**src/rtl/trap_pkg.sv**
```systemverilog
// Shared types for the trap controller: FSM states, cause codes, and the
// priority encoder that selects one cause from the execute-stage exception flags.
package trap_pkg;

  typedef enum logic [1:0] {
    ST_IDLE     = 2'd0,
    ST_FLUSH    = 2'd1,
    ST_COMMIT   = 2'd2,
    ST_REDIRECT = 2'd3
  } state_t;

  localparam logic [3:0] CAUSE_BKPT      = 4'd3;
  localparam logic [3:0] CAUSE_LD_MISAL  = 4'd4;
  localparam logic [3:0] CAUSE_LD_ACCESS = 4'd5;
  localparam logic [3:0] CAUSE_ST_MISAL  = 4'd6;
  localparam logic [3:0] CAUSE_ST_ACCESS = 4'd7;
  localparam logic [3:0] CAUSE_LD_PAGE   = 4'd13;
  localparam logic [3:0] CAUSE_ST_PAGE   = 4'd15;

  localparam int BIT_LD_MISAL  = 0;
  localparam int BIT_LD_ACCESS = 1;
  localparam int BIT_ST_MISAL  = 2;
  localparam int BIT_ST_ACCESS = 3;
  localparam int BIT_LD_PAGE   = 4;
  localparam int BIT_ST_PAGE   = 5;
  localparam int BIT_BKPT      = 6;

  typedef struct packed {
    logic       valid;
    logic [3:0] cause;
    logic       use_pc;
  } prio_t;

  // Breakpoint first, then misaligned, then page faults, then access faults.
  function automatic prio_t prio_enc(input logic [6:0] ex);
    prio_t r;
    r = '0;
    r.valid = |ex;
    if (ex[BIT_BKPT]) begin
      r.cause  = CAUSE_BKPT;
      r.use_pc = 1'b1;
    end else if (ex[BIT_ST_MISAL]) begin
      r.cause = CAUSE_ST_MISAL;
    end else if (ex[BIT_LD_MISAL]) begin
      r.cause = CAUSE_LD_MISAL;
    end else if (ex[BIT_ST_PAGE]) begin
      r.cause = CAUSE_ST_PAGE;
    end else if (ex[BIT_LD_PAGE]) begin
      r.cause = CAUSE_LD_PAGE;
    end else if (ex[BIT_ST_ACCESS]) begin
      r.cause = CAUSE_ST_ACCESS;
    end else if (ex[BIT_LD_ACCESS]) begin
      r.cause = CAUSE_LD_ACCESS;
    end
    return r;
  endfunction

endpackage

```
**src/rtl/trap_ctrl_if.sv**
```systemverilog
// Fetch redirect handshake between the trap controller (master) and the
// fetch PC mux (slave).
interface trap_ctrl_if #(parameter int N = 64) ();
  logic         redirect_valid;
  logic [N-1:0] redirect_pc;
  logic         redirect_ready;

  modport master (output redirect_valid, output redirect_pc, input redirect_ready);
  modport slave  (input redirect_valid, input redirect_pc, output redirect_ready);
endinterface

```
**src/rtl/trap_csr.sv**
```systemverilog
// Trap CSR bank: mepc/mcause/mtval written together on trap commit, mtvec
// written by the CSR path at any time (direct mode, low bits forced to zero).
module trap_csr #(
  parameter int           N         = 64,
  parameter logic [N-1:0] RESET_VEC = '0
) (
  input  logic         clk,
  input  logic         reset_n,
  input  logic         trap_we,
  input  logic [N-1:0] trap_pc,
  input  logic [3:0]   trap_cause,
  input  logic [N-1:0] trap_tval,
  input  logic         mtvec_we,
  input  logic [N-1:0] mtvec_wdata,
  output logic [N-1:0] mepc,
  output logic [N-1:0] mcause,
  output logic [N-1:0] mtval,
  output logic [N-1:0] mtvec
);

  localparam logic [N-1:0] LOW2_MASK = ~N'(3);

  always_ff @(posedge clk or negedge reset_n) begin
    if (!reset_n) begin
      mepc   <= '0;
      mcause <= '0;
      mtval  <= '0;
      mtvec  <= RESET_VEC;
    end else begin
      if (trap_we) begin
        mepc   <= trap_pc & LOW2_MASK;
        mcause <= {{(N-4){1'b0}}, trap_cause};
        mtval  <= trap_tval;
      end
      if (mtvec_we) begin
        mtvec <= mtvec_wdata & LOW2_MASK;
      end
    end
  end

endmodule

```
**src/rtl/trap_ctrl.sv**
```systemverilog
// Trap entry / mret return sequencer: selects the exception cause, flushes the
// pipeline, commits the trap CSRs and redirects fetch through a handshake.
//
//   state       | meaning
//   ST_IDLE     | waiting for an exception or mret from execute
//   ST_FLUSH    | flush+stall held for FLUSH_CYCLES cycles
//   ST_COMMIT   | one stall cycle; trap CSRs written on the trap path
//   ST_REDIRECT | redirect offered to fetch until redirect_ready
module trap_ctrl
  import trap_pkg::*;
#(
  parameter int           N            = 64,
  parameter int           FLUSH_CYCLES = 2,
  parameter logic [N-1:0] RESET_VEC    = '0
) (
  input  logic            clk,
  input  logic            reset_n,
  input  logic [6:0]      exceptSignal,
  input  logic [N-1:0]    except_pc,
  input  logic [N-1:0]    except_addr,
  input  logic            mret,
  input  logic            mtvec_we,
  input  logic [N-1:0]    mtvec_wdata,
  output logic            stall,
  output logic            flush,
  trap_ctrl_if.master     rdr,
  output logic [N-1:0]    mepc,
  output logic [N-1:0]    mcause,
  output logic [N-1:0]    mtval,
  output logic [N-1:0]    mtvec
);

  localparam int CW = (FLUSH_CYCLES > 1) ? $clog2(FLUSH_CYCLES) : 1;

  state_t         state;
  logic [CW-1:0]  cnt;
  logic           is_ret;
  logic [3:0]     lat_cause;
  logic [N-1:0]   lat_pc;
  logic [N-1:0]   lat_tval;
  prio_t          sel;
  logic           csr_we;

  assign sel    = prio_enc(exceptSignal);
  assign csr_we = (state == ST_COMMIT) && !is_ret;

  always_ff @(posedge clk or negedge reset_n) begin
    if (!reset_n) begin
      state              <= ST_IDLE;
      cnt                <= '0;
      is_ret             <= 1'b0;
      lat_cause          <= '0;
      lat_pc             <= '0;
      lat_tval           <= '0;
      stall              <= 1'b0;
      flush              <= 1'b0;
      rdr.redirect_valid <= 1'b0;
      rdr.redirect_pc    <= '0;
    end else begin
      case (state)
        ST_IDLE: begin
          if (sel.valid || mret) begin
            // An exception in the same cycle as mret wins; the mret is dropped.
            is_ret <= !sel.valid;
            if (sel.valid) begin
              lat_cause <= sel.cause;
              lat_pc    <= except_pc;
              lat_tval  <= sel.use_pc ? except_pc : except_addr;
            end
            state <= ST_FLUSH;
            flush <= 1'b1;
            stall <= 1'b1;
            cnt   <= CW'(FLUSH_CYCLES - 1);
          end
        end
        ST_FLUSH: begin
          if (cnt == '0) begin
            state <= ST_COMMIT;
            flush <= 1'b0;
          end else begin
            cnt <= cnt - 1'b1;
          end
        end
        ST_COMMIT: begin
          // Target captured here so a later mtvec write cannot disturb the offer.
          state              <= ST_REDIRECT;
          rdr.redirect_valid <= 1'b1;
          rdr.redirect_pc    <= is_ret ? mepc : mtvec;
        end
        ST_REDIRECT: begin
          if (rdr.redirect_ready) begin
            state              <= ST_IDLE;
            rdr.redirect_valid <= 1'b0;
            stall              <= 1'b0;
          end
        end
        default: state <= ST_IDLE;
      endcase
    end
  end

  trap_csr #(
    .N         (N),
    .RESET_VEC (RESET_VEC)
  ) u_csr (
    .clk         (clk),
    .reset_n     (reset_n),
    .trap_we     (csr_we),
    .trap_pc     (lat_pc),
    .trap_cause  (lat_cause),
    .trap_tval   (lat_tval),
    .mtvec_we    (mtvec_we),
    .mtvec_wdata (mtvec_wdata),
    .mepc        (mepc),
    .mcause      (mcause),
    .mtval       (mtval),
    .mtvec       (mtvec)
  );

endmodule

```
**src/flat_wrapper.sv**
```systemverilog
// flat-port wrapper written by rule: the top's interface ports become plain ports
module trap_ctrl_flat import trap_pkg::*;
#(
  parameter int           N            = 64,
  parameter int           FLUSH_CYCLES = 2,
  parameter logic [N-1:0] RESET_VEC    = '0
)
  (clk, reset_n, exceptSignal, except_pc, except_addr, mret, mtvec_we, mtvec_wdata, stall, flush, mepc, mcause, mtval, mtvec, rdr_redirect_valid, rdr_redirect_pc, rdr_redirect_ready);
  trap_ctrl_if #(.N(N)) rdr_i ();
  input  logic clk;
  input  logic reset_n;
  input  logic [6:0] exceptSignal;
  input  logic [N-1:0] except_pc;
  input  logic [N-1:0] except_addr;
  input  logic mret;
  input  logic mtvec_we;
  input  logic [N-1:0] mtvec_wdata;
  output logic stall;
  output logic flush;
  output logic [N-1:0] mepc;
  output logic [N-1:0] mcause;
  output logic [N-1:0] mtval;
  output logic [N-1:0] mtvec;
  output wire logic [$bits(rdr_i.redirect_valid)-1:0] rdr_redirect_valid;
  output wire logic [$bits(rdr_i.redirect_pc)-1:0] rdr_redirect_pc;
  input wire logic [$bits(rdr_i.redirect_ready)-1:0] rdr_redirect_ready;
  assign rdr_redirect_valid = rdr_i.redirect_valid;
  assign rdr_redirect_pc = rdr_i.redirect_pc;
  assign rdr_i.redirect_ready = rdr_redirect_ready;
  trap_ctrl #(.N(N), .FLUSH_CYCLES(FLUSH_CYCLES), .RESET_VEC(RESET_VEC)) u_core (.clk(clk), .reset_n(reset_n), .exceptSignal(exceptSignal), .except_pc(except_pc), .except_addr(except_addr), .mret(mret), .mtvec_we(mtvec_we), .mtvec_wdata(mtvec_wdata), .stall(stall), .flush(flush), .rdr(rdr_i), .mepc(mepc), .mcause(mcause), .mtval(mtval), .mtvec(mtvec));
endmodule
```
**config.mk**
```make
export PLATFORM = sky130hd
export DESIGN_NAME = trap_ctrl_flat
export DESIGN_NICKNAME = d
export VERILOG_FILES = /design/src/rtl/trap_pkg.sv /design/src/rtl/trap_ctrl_if.sv /design/src/rtl/trap_csr.sv /design/src/rtl/trap_ctrl.sv /design/src/flat_wrapper.sv
export SDC_FILE = /design/constraint.sdc
export NUM_CORES = 1
export LEC_CHECK = 0
export ABC_AREA = 1
export BUFFER_PORTS_ARGS = -buffer_cell sky130_fd_sc_hd__buf_2
export CAP_MARGIN = 20
export CORE_UTILIZATION = 40
export DETAILED_ROUTE_END_ITERATION = 8
export GPL_TIMING_DRIVEN = 1
export PLACE_DENSITY = 0.64
export SLEW_MARGIN = 10
export SYNTH_ARGS = -nofsm -noshare
export SYNTH_HDL_FRONTEND = slang
export SYNTH_SLANG_ARGS = --single-unit
```
**constraint.sdc**
```tcl
create_clock -name clk -period 2.9 [get_ports clk]
set_input_delay 0.58 -clock clk [delete_from_list [all_inputs] [get_ports clk]]
set_output_delay 0.58 -clock clk [all_outputs]
set_load 0.005 [all_outputs]
```
-- Word level (Yosys, flattened, before mapping)
Cells that the tools add are included.
Widths: inputs -> output; s select.
- divide/modulo/power cells: 0
- add/subtract/negate cells: 1
- bitwise gates (word level): 0
- multiply operators: 0
- $lt $le $gt $ge: 0
- shifts and indexed selects: 0
- multiplexer cells: 22
- reduce and logical (&&, ||, !) cells: 16
- equal/unequal tests: 6
- operators by type and width (cell ; count):
    $mux 64 ; 2
    $mux 4 ; 6
    $reduce_and 3->1 ; 4
    $pmux 1 s2 ; 4
    $pmux 2 s4 ; 1
    $reduce_or 7->1 ; 1
    $mux 2 ; 3
    $reduce_and 2->1 ; 3
    $reduce_bool 2->1 ; 3
    $mux 1 ; 5
    $eq 2x2->1 const B ; 2
    $ne 2x2->1 const B ; 2
    $mux 3 ; 1
    $eq 2x1->1 const B ; 1
    $logic_not 1->1 ; 2
    $logic_not 2->1 ; 1
    $ne 2x1->1 const B ; 1
    $logic_and 1x1->1 ; 1
    $logic_or 1x1->1 ; 1
    $sub 1x1->1 const B ; 1
- bits in registers: 395
- latch bits: 0
- RAM bits: 0
- memory bits (read-only): 0
- output and inout bits: 323
- memories kept: 0
- input port bits: 204

-- Longest topological paths before layout
Gate-level depths: netlist of the first run.
- word-level depth: 7
- depth in mapped cells: 9
- mapped depth without buffers: 7

-- By module
A second synthesis of the first run with hierarchy kept.
- cell total of the unflattened synthesis: 2057
- area total of the unflattened synthesis: 16762.3 um2
- by module, submodules not included (module ; times used ; sequential area each (um2) ; area an instance (um2) ; cells an instance):
    trap_ctrl ; 1 ; 5079.9 ; 9034.9 ; 1180
    trap_csr ; 1 ; 4804.6 ; 7727.4 ; 877

-- Worst setup path before layout of the first run
Ideal clock, no wire load.
- kind: input-to-reg
- start: in exceptSignal[3]
- end: reg u_core.lat_tval[41]
- setup slack: 1.333 ns
- setup time: 0.131 ns
- path buffers: 2
- data arrival time: 1.436 ns
- stages on the path: 8
- cell sequence: nor2_1 nand2_2 nor2_4 nor2_8 buf_6 buf_4 nand2_1 o21ai_0
- word-level cells in the longest chain between the ends: 3
- ends and longest elaborated chain (item ; RTL line ; source):
    start, declared ; flat_wrapper.sv:12 ; input logic [6:0] exceptSignal;
    $reduce_or 7->1 (*) ; trap_pkg.sv:38 ; r.valid = |ex;
    $logic_or 1x1->1 ; trap_ctrl.sv:62 ; if (sel.valid || mret) begin
    $reduce_and 3->1 (no line) (*) ; -- ;
    end signal, assigned ; trap_ctrl.sv:68 ; lat_tval <= sel.use_pc ? except_pc : except_addr;
    end, declared ; trap_ctrl.sv:40 ; logic [N-1:0] lat_tval;
Every way passes the cells marked *; elsewhere a longest branch is shown, timed or not.
A chain may end at the register's enable or synchronous reset.

-- Final worst setup path of the first run
- start: reg u_core.state[0]
- end: reg u_core.lat_tval[26]
- word-level cells in the longest chain between the ends: 2
- ends and longest elaborated chain (item ; RTL line ; source):
    start, declared ; trap_ctrl.sv:35 ; state_t state;
    start signal, assigned ; trap_ctrl.sv:49 ; state <= ST_IDLE;
    start signal, assigned ; trap_ctrl.sv:70 ; state <= ST_FLUSH;
    start signal, assigned ; trap_ctrl.sv:78 ; state <= ST_COMMIT;
    $logic_not 2->1 ; trap_ctrl.sv:60 ; case (state)
    $reduce_and 3->1 (no line) ; -- ;
No other way between the ends.

==> results of run 1 <==
-- logic make-up (layout without fill, tap and decap cells) --
family                     Yosys count  count (layout)  synth area share, %
muxes                               64              64                4.271
AOI/OAI and AO/OA                  450             450                14.70
buffers and inverters              432             823                12.30
DFF                                391             391                57.99
other                                1              68              0.02222
and+or+nand+nor                    425             425                10.35
adders and majority gates            5               5               0.3708
-- cell usage in the layout, fill, tap and decap left out, types with 2 or more instances in the layout --
cell and n:
nand2_2 39, nand2_1 243, diode_2 2, a21oi_1 64, inv_6 2, o21ai_2 40
clkbuf_1 7, clkbuf_8 10, bufinv_16 4, o22ai_1 62, buf_12 13, clkinvlp_4 3
o21ai_0 258, or2_2 2, nand3_1 6, nand4_1 2, buf_2 456, o21ai_1 26
dfrtp_1 390, mux2_2 64, nor2_1 128, ha_1 4, buf_4 14, inv_1 260
nor2_4 2, clkbuf_16 45, clkinv_2 5, conb_1 66
-- Yosys cell counts --
| cell type | count | area, um^2 |
|---|---|---|
| dfrtp_1 | 391 | 9784 |
| inv_1 | 260 | 975.9 |
| o21ai_0 | 258 | 1291 |
| nand2_1 | 243 | 912.1 |
| nor2_1 | 128 | 480.5 |
| buf_4 | 70 | 525.5 |
| a21oi_1 | 64 | 320.3 |
| mux2_2 | 64 | 720.7 |
| o22ai_1 | 62 | 387.9 |
| clkbuf_1 | 44 | 165.2 |
| nand2_2 | 40 | 250.2 |
| o21ai_2 | 40 | 350.3 |
| buf_2 | 38 | 190.2 |
| o21ai_1 | 26 | 130.1 |
| buf_6 | 7 | 78.83 |
| nand3_1 | 6 | 30.03 |
| buf_12 | 5 | 100.1 |
| ha_1 | 5 | 62.56 |
| buf_1 | 3 | 11.26 |
| inv_2 | 2 | 7.510 |
| nand4_1 | 2 | 12.51 |
| nor2_4 | 2 | 22.52 |
| or2_2 | 2 | 12.51 |
| clkbuf_2 | 1 | 5.000 |
| clkbuf_4 | 1 | 7.510 |
| conb_1 | 1 | 3.750 |
| inv_6 | 1 | 8.760 |
| nor2_2 | 1 | 6.260 |
| nor2_8 | 1 | 20.02 |
-- worst paths after layout --
| check | end | cells after the start |
|---|---|---|
| max | u_core.lat_tval[26]$_DFFE_PN0P_ | 7 |
| min | u_core.lat_tval[58]$_DFFE_PN0P_ | 1 |
| max reg2reg | u_core.lat_tval[26]$_DFFE_PN0P_ | 7 |
| min reg2reg | u_core.stall$_DFFE_PN0P_ | 2 |
| max in group asynchronous | u_core.lat_pc[25]$_DFFE_PN0P_ | 2 |
| min in group clk | u_core.rdr.redirect_valid$_DFFE_PN0P_ | 2 |
-- area by class of cell --
type / instances / area [um^2]
Sequential cell: 391 / 9786
Clock buffer: 62 / 1290
Timing Repair Buffer: 484 / 2663
Fill cell: 3861 / 20330
Antenna cell: 2 / 5.005
Clock inverter: 14 / 185.2
Inverter: 263 / 994.7
Multi-Input combinational cell: 1010 / 5284
Tap cell: 532 / 665.6
-- where the power goes --
group          internal, W  total [W]  switching (W)  leakage (nW)
Combinational      0.00314    0.00793        0.00480          5.38
Sequential         0.00783    0.00920        0.00138          4.73
Clock              0.00345    0.00566        0.00221         0.720
Total               0.0144     0.0228        0.00838          10.8
-- worst max-delay path, cell delays in order (launching register included) --
cell	delay, ns
dfrtp_1	0.41
inv_1	0.16
ha_1	0.23
inv_1	0.15
nor2_8	0.17
buf_12	0.45
nand2_1	0.11
o21ai_1	0.12
-- metal layers --
layer	global-route usage [%]	vias to the layer above
li1	-	6352
met2	33.84	405
met1	27.43	6268
met4	7.154	2
met5	0	-
met3	5.038	82
-- registers in the layout, summed over array words and instances, names as in the netlist --
| signal | count |
|---|---|
| u_core.u_csr.mtvec | 62 |
| u_core.lat_pc | 62 |
| u_core.u_csr.mcause | 4 |
| u_core.rdr.redirect_valid | 1 |
| u_core.is_ret | 1 |
| u_core.state | 2 |
| u_core.lat_cause | 4 |
| u_core.cnt | 1 |
| u_core.lat_tval | 64 |
| u_core.stall | 1 |
| u_core.u_csr.mepc | 62 |
| u_core.flush | 1 |
| u_core.u_csr.mtval | 64 |
| u_core.rdr.redirect_pc | 62 |
-- per-stage QoR --
step	utilization [%]	cell area (um^2)	power (W)	std cells	hold slack, ns
6_report	50.66	20870	0.02279	2758	0.04505
3_3_place_gp	47.07	19390	0.01698	2680	0.4590
3_5_place_dp	47.07	19390	0.01725	2680	0.4614
4_1_cts	50.65	20870	0.02305	2756	0.06489
2_1_floorplan	-	17120	0.01414	1833	0.2844
5_1_grt	50.66	20870	0.02451	2758	0.07679
==> load_flow_metrics.sql, run 1 <==
INSERT INTO impl_metrics (metric_group, metric, value, unit) VALUES
('place', 'placement.io_buffers', '458', ''),
('detailed_routing', 'wl_met3', '2711', 'um'),
('timing', 'report.final.hold_viol_count', '0', ''),
('die', 'dieHeight', '207.4', 'um'),
('place', 'dp_slack', '0.8421', 'ns'),
('clock_network', 'cts_buffer_depth', '3', ''),
('timing', 'grt_setup_unrepaired', 'false', ''),
('timing', 'timing.final.crit_share', '68.49', '%'),
('clock_network', 'post_cts_resize_count', '0', ''),
('detailed_routing', 'drtAntennaViolNets', '0', ''),
('timing', 'report.final.slew_viol_count', '0', ''),
('power_and_ir_drop', 'vdd_ir_drop_max', '0.8687', 'mV'),
('cells_and_area', 'area_delta_synth_final', '23.70', '%'),
('clock_network', 'cts.hold.buffers_added', '0', ''),
('timing', 'postLayoutSetupSlackWorst', '0.9138', 'ns'),
('detailed_routing', 'm1WireLength', '19410', 'um'),
('clock_network', 'cts_tree', 'yes', ''),
('power_and_ir_drop', 'p_leak', '10.83', 'nW'),
('global_route', 'grt_use_total', '20.90', '%'),
('die', 'dieArea', '43010', 'um^2'),
('outcome', 'status', 'completed', ''),
('cells_and_area', 'layout-drive-gt1-share', '31.83', '%'),
('critical_path', 'setup.reg_to_reg.worst_slack', '0.91', 'ns'),
('cells_and_area', 'num-nets-final', '2403', ''),
('detailed_routing', 'first_pass_iters', '5', ''),
('place', 'routabilityCongestion', '0.8213', ''),
('clock_network', 'cts_inserted_buffers', '44', ''),
('critical_path', 'worstReg2RegStart', 'u_core.state[0]$_DFFE_PN0P_', ''),
('global_route', 'pin_count_of_the_biggest_net_entering_global_routing', '135', ''),
('clock_network', 'h-tree-depth', '2', ''),
('critical_path', 'crit_arrival', '2.46', 'ns'),
('die', 'start_util', '40.95', '%'),
('global_route', 'grt_pass1_wl', '71810', 'um'),
('clock_network', 'clock_latency', '0.56', 'ns'),
('timing', 'fmax', '503.5', 'MHz'),
('critical_path', 'worst_setup_path_end_kind', 'flip-flop', ''),
('timing', 'finalSetupTns', '0', 'ns'),
('global_route', 'antenna_found_initial', '3', ''),
('timing', 'timing_worst_slew_pin_value', '0.9109', 'ns'),
('synth', 'mappedNetlistArea', '16870', 'um^2'),
('die', 'row_count', '74', ''),
('critical_path', 'crit_type', 'reg2reg', ''),
('critical_path', 'crit_path_start_kind', 'flip-flop', ''),
('detailed_routing', 'vias_per_cell', '4.753', ''),
('place', 'post-dp-hpwl', '30810', 'um'),
('die', 'core_region_area', '41200', 'um^2'),
('detailed_routing', 'drt-initial-drc-count', '764', ''),
('detailed_routing', 'number_of_design_rule_violations_left_after_detail_routing', '0', ''),
('detailed_routing', 'met2_routed_wl', '21200', 'um'),
('critical_path', 'crit_path_required_time', '3.37', 'ns'),
('critical_path', 'worst_setup_path_startpoint', 'u_core.state[0]$_DFFE_PN0P_', ''),
('detailed_routing', 'dr.max_layer_used', 'met5', ''),
('synth', 'synth_seq_cells', '391', ''),
('timing', 'layout_min_cycle_time', '1.986', 'ns'),
('die', 'boundaryPins', '527', ''),
('run', 'max_cap_viol_count', '0', ''),
('clock_network', 'clock_sinks', '391', ''),
('timing', 'finalClockSkew', '0.01259', 'ns'),
('detailed_routing', 'vias', '13110', ''),
('timing', 'report.final.setup_viol', '0', ''),
('critical_path', 'worstPathMaxFanout', '134', ''),
('global_route', 'grt_pass1_vias', '12940', ''),
('clock_network', 'clk_pin_slew_worst_paths', '0.06', 'ns'),
('synth', 'netlist-cell-type-count', '29', ''),
('clock_network', 'clockRootBuffer', 'clkbuf_16', ''),
('synth', 'synth.yosys.seq_area_share', '57.99', '%'),
('detailed_routing', 'wire_per_inst', '16.17', 'um'),
('min_path', 'hold_class', 'in2async', ''),
('timing', 'relSlewSlack', '39.27', '%'),
('power_and_ir_drop', 'p_per_area', '1092', 'nW/um^2'),
('synth', 'avgSynthCellArea', '9.544', 'um^2'),
('global_route', 'gr-total-overflow', '0', ''),
('detailed_routing', 'route.final.wire_length', '44590', 'um'),
('clock_network', 'post-cts-setup-buffers', '0', ''),
('synth', 'ys.warnings.count', '0', ''),
('die', 'floorplan.die.width', '207.4', 'um'),
('synth', 'post_synth_inst_count', '1768', '');
Power figures use the tool's default switching activity.
==> run 2: changes to the inputs <==
==> constraint.sdc (replaced) <==
create_clock -name clk -period 1.92 [get_ports clk]
set_input_delay 0.384 -clock clk [delete_from_list [all_inputs] [get_ports clk]]
set_output_delay 0.384 -clock clk [all_outputs]
set_load 0.005 [all_outputs]
==> run 2 against run 1 <==
  * Routed wire length rose by 0.61%
  * Cell count rose by 0.54%
  * Sequential share of layout area fell by 0.42 points
  * Power rose by 51%
  * Clock-buffer cell count fell by 2
  * Combinational power rose by 55%
  * Die area did not move
  * Sequential cell count did not move
  * First-iteration DRC count rose by 0.52%
  * Register-to-register slack got worse by 0.72 ns
  * Clock power rose by 47%
  * Hold slack improved by 0.0071 ns
  * Largest cell class unchanged
  * Largest power group unchanged
  * Highest routed layer is now met4
==> load_flow_metrics.sql, run 2 (synthesis gave the netlist of run 1 again) <==
INSERT INTO impl_metrics (metric_group, metric, value, unit) VALUES
('critical_path', 'crit_path_required_time', '2.33', 'ns'),
('global_route', 'grt_pass1_vias', '12830', ''),
('critical_path', 'crit_type', 'reg2reg', ''),
('cells_and_area', 'area_delta_synth_final', '24.81', '%'),
('global_route', 'grtUsageMet2', '33.73', '%'),
('cells_and_area', 'regArea', '9786', 'um^2'),
('critical_path', 'critical_path.max_stage_delay', '0.41', 'ns'),
('outcome', 'status', 'completed', ''),
('power_and_ir_drop', 'p_per_area', '1638', 'nW/um^2'),
('clock_network', 'cts_buffer_depth', '3', ''),
('place', 'placement.io_buffers', '458', ''),
('global_route', 'gr-total-overflow', '0', ''),
('global_route', 'antenna_found_initial', '1', ''),
('critical_path', 'cpMaxStageDelayCell', 'dfrtp_1', ''),
('critical_path', 'worstReg2RegStart', 'u_core.state[0]$_DFFE_PN0P_', ''),
('clock_network', 'clockRootBuffer', 'clkbuf_16', ''),
('timing', 'grt_setup_unrepaired', 'false', ''),
('die', 'dieHeight', '207.4', 'um'),
('clock_network', 'clock_sinks', '391', ''),
('die', 'start_util', '40.95', '%'),
('critical_path', 'worstPathMaxFanout', '36', ''),
('timing', 'layout_min_cycle_time', '1.728', 'ns'),
('detailed_routing', 'vias_per_cell', '4.723', ''),
('timing', 'finalClockSkew', '0.008540', 'ns'),
('min_path', 'hold_start', 'rdr_redirect_ready', ''),
('power_and_ir_drop', 'vdd_ir_drop_max', '0.7888', 'mV'),
('clock_network', 'clk_pin_slew_worst_paths', '0.06', 'ns'),
('die', 'core_region_area', '41200', 'um^2'),
('power_and_ir_drop', 'power', '0.03451', 'W'),
('detailed_routing', 'drtAntennaViolNets', '0', ''),
('critical_path', 'capture_point_of_the_worst_reg_to_reg_path', 'u_core.lat_tval[28]$_DFFE_PN0P_', ''),
('clock_network', 'clock_latency', '0.55', 'ns'),
('die', 'floorplan.die.width', '207.4', 'um'),
('min_path', 'hold-path-endpoint', 'u_core.rdr.redirect_valid$_DFFE_PN0P_', ''),
('clock_network', 'h-tree-depth', '2', ''),
('global_route', 'grt_use_total', '20.91', '%'),
('place', 'routabilityCongestion', '0.8334', ''),
('clock_network', 'cts_inserted_buffers', '43', ''),
('cells_and_area', 'finish.utilization', '51.11', '%'),
('cells_and_area', 'largest_registers', 'u_core.lat_tval: 64 flops, u_core.u_csr.mtval: 64 flops', ''),
('detailed_routing', 'first_pass_iters', '5', ''),
('detailed_routing', 'number_of_design_rule_violations_left_after_detail_routing', '0', ''),
('detailed_routing', 'drt-initial-drc-count', '768', ''),
('timing', 'timing.final.crit_share', '90.00', '%'),
('run', 'max_cap_viol_count', '0', ''),
('place', 'placedInstanceArea', '19620', 'um^2'),
('critical_path', 'cell_occurring_most_often_along_the_worst_timing_path', 'inv_1', ''),
('cells_and_area', 'finalInstanceArea', '21060', 'um^2'),
('timing', 'fmax', '578.7', 'MHz'),
('min_path', 'hold_path_depth', '2', ''),
('critical_path', 'worstRegToRegCells', '6', ''),
('global_route', 'm3_gr_usage', '4.085', '%'),
('cells_and_area', 'mostFrequentLayoutCells', '456 x buf_2, 390 x dfrtp_1, 260 x inv_1', ''),
('clock_network', 'cts_tree', 'yes', ''),
('global_route', 'global_route.usage.met1', '28.00', '%'),
('cells_and_area', 'layout-drive-gt1-share', '32.37', '%'),
('die', 'boundaryPins', '527', ''),
('cells_and_area', 'filler_cell_count', '3823', ''),
('detailed_routing', 'vias', '13100', ''),
('die', 'row_count', '74', ''),
('cells_and_area', 'area_taken_by_multi_input_logic_gates', '5284', 'um^2'),
('critical_path', 'setup.reg_to_reg.worst_slack', '0.19', 'ns'),
('timing', 'report.final.hold_viol_count', '0', ''),
('critical_path', 'crit_path_start_kind', 'flip-flop', ''),
('global_route', 'pin_count_of_the_biggest_net_entering_global_routing', '87', ''),
('detailed_routing', 'wire_per_inst', '16.18', 'um'),
('min_path', 'hold_class', 'in2reg', ''),
('timing', 'report.final.slew_viol_count', '0', ''),
('cells_and_area', 'layout.cells.most_common', 'buf_2', ''),
('critical_path', 'crit_path_cell_trace', 'inv_1 -> ha_1 -> inv_1 -> nor2_8 -> buf_4 -> o21ai_0', ''),
('timing', 'report.final.setup_viol', '0', ''),
('timing', 'hold_slack', '0.05213', 'ns'),
('critical_path', 'worst_setup_path_end_kind', 'flip-flop', ''),
('global_route', 'grt_pass1_wl', '71640', 'um'),
('die', 'dieArea', '43010', 'um^2'),
('timing', 'finalSetupTns', '0', 'ns'),
('power_and_ir_drop', 'p_leak', '10.94', 'nW'),
('global_route', 'grt-busiest-layer', 'met2', ''),
('cells_and_area', 'num-nets-final', '2423', ''),
('detailed_routing', 'route.final.wire_length', '44870', 'um'),
('critical_path', 'crit_arrival', '2.14', 'ns'),
('place', 'post-dp-hpwl', '31820', 'um');
## run 2: cell count changes in the layout (fill, tap and decap cells not counted), moves of 2 or more
cell / delta
buf_4: +13
buf_12: +6
clkbuf_1: -2
clkinvlp_4: -2
## run 2: critical path: cells and delay by family (launching register included)
family                   cells  cell delay (ns)
AO/OA/AOI/OAI                1             0.15
adder cells (fa/ha/maj)      1             0.20
buffers and inverters        3             0.61
flip-flops                   1             0.41
AND/OR/NAND/NOR              1             0.18
## run 2: worst max-delay path by stage
stage                                            from                               to  slack (ns)  cells after the start
after floorplan           u_core.state[0]$_DFFE_PN0P_    u_core.lat_pc[33]$_DFFE_PN0P_        0.40                      9
after global routing      u_core.state[0]$_DFFE_PN0P_  u_core.lat_tval[56]$_DFFE_PN0P_        0.05                      7
after CTS                 u_core.state[0]$_DFFE_PN0P_  u_core.lat_tval[58]$_DFFE_PN0P_        0.02                      6
after global placement    u_core.state[0]$_DFFE_PN0P_  u_core.lat_tval[38]$_DFFE_PN0P_        0.11                      6
final                     u_core.state[0]$_DFFE_PN0P_  u_core.lat_tval[28]$_DFFE_PN0P_        0.19                      6
after detailed placement  u_core.state[0]$_DFFE_PN0P_  u_core.lat_tval[38]$_DFFE_PN0P_        0.04                      6
## run 2: through the flow
stage / worst slack, ns / instances
3_5_place_dp: 0.04085 / 2700
4_1_cts: 0.02236 / 2772
5_1_grt: 0.04636 / 2773
6_report: 0.1920 / 2773
2_1_floorplan: 0.4007 / 1833
3_3_place_gp: 0.1081 / 2700
## run 2: power by group
group / total, W / internal (W) / switching (W)
registers: 0.0139 / 0.0118 / 0.00206
logic: 0.0123 / 0.00498 / 0.00732
clock network: 0.00833 / 0.00504 / 0.00329
total: 0.0345 / 0.0218 / 0.0127
## run 2: final cells by class
cell class,count,area share [%]
diodes,1,0.01188
clock buffers,60,6.090
clock inverters,11,0.6832
inverters,263,4.723
multi-input cells,1010,25.09
flip-flops and latches,391,46.47
well taps,532,3.161
repair buffers,505,13.78
## run 2: repair_timing
action,4_1_cts,5_1_grt
gates resized for setup,0,1
endpoints found under the setup margin,0,32
buffers inserted,0,0
endpoints found under the hold margin,27,0
hold buffers,1,0
## run 2: routing by layer
layer | wire (um) | up-vias | share of wire (%)
li1 | - | 6376 | -
met1 | 19560 | 6206 | 44
met2 | 21330 | 440 | 48
met3 | 2706 | 74 | 6.0
met4 | 1269 | 0 | 2.8
met5 | 0 | - | 0
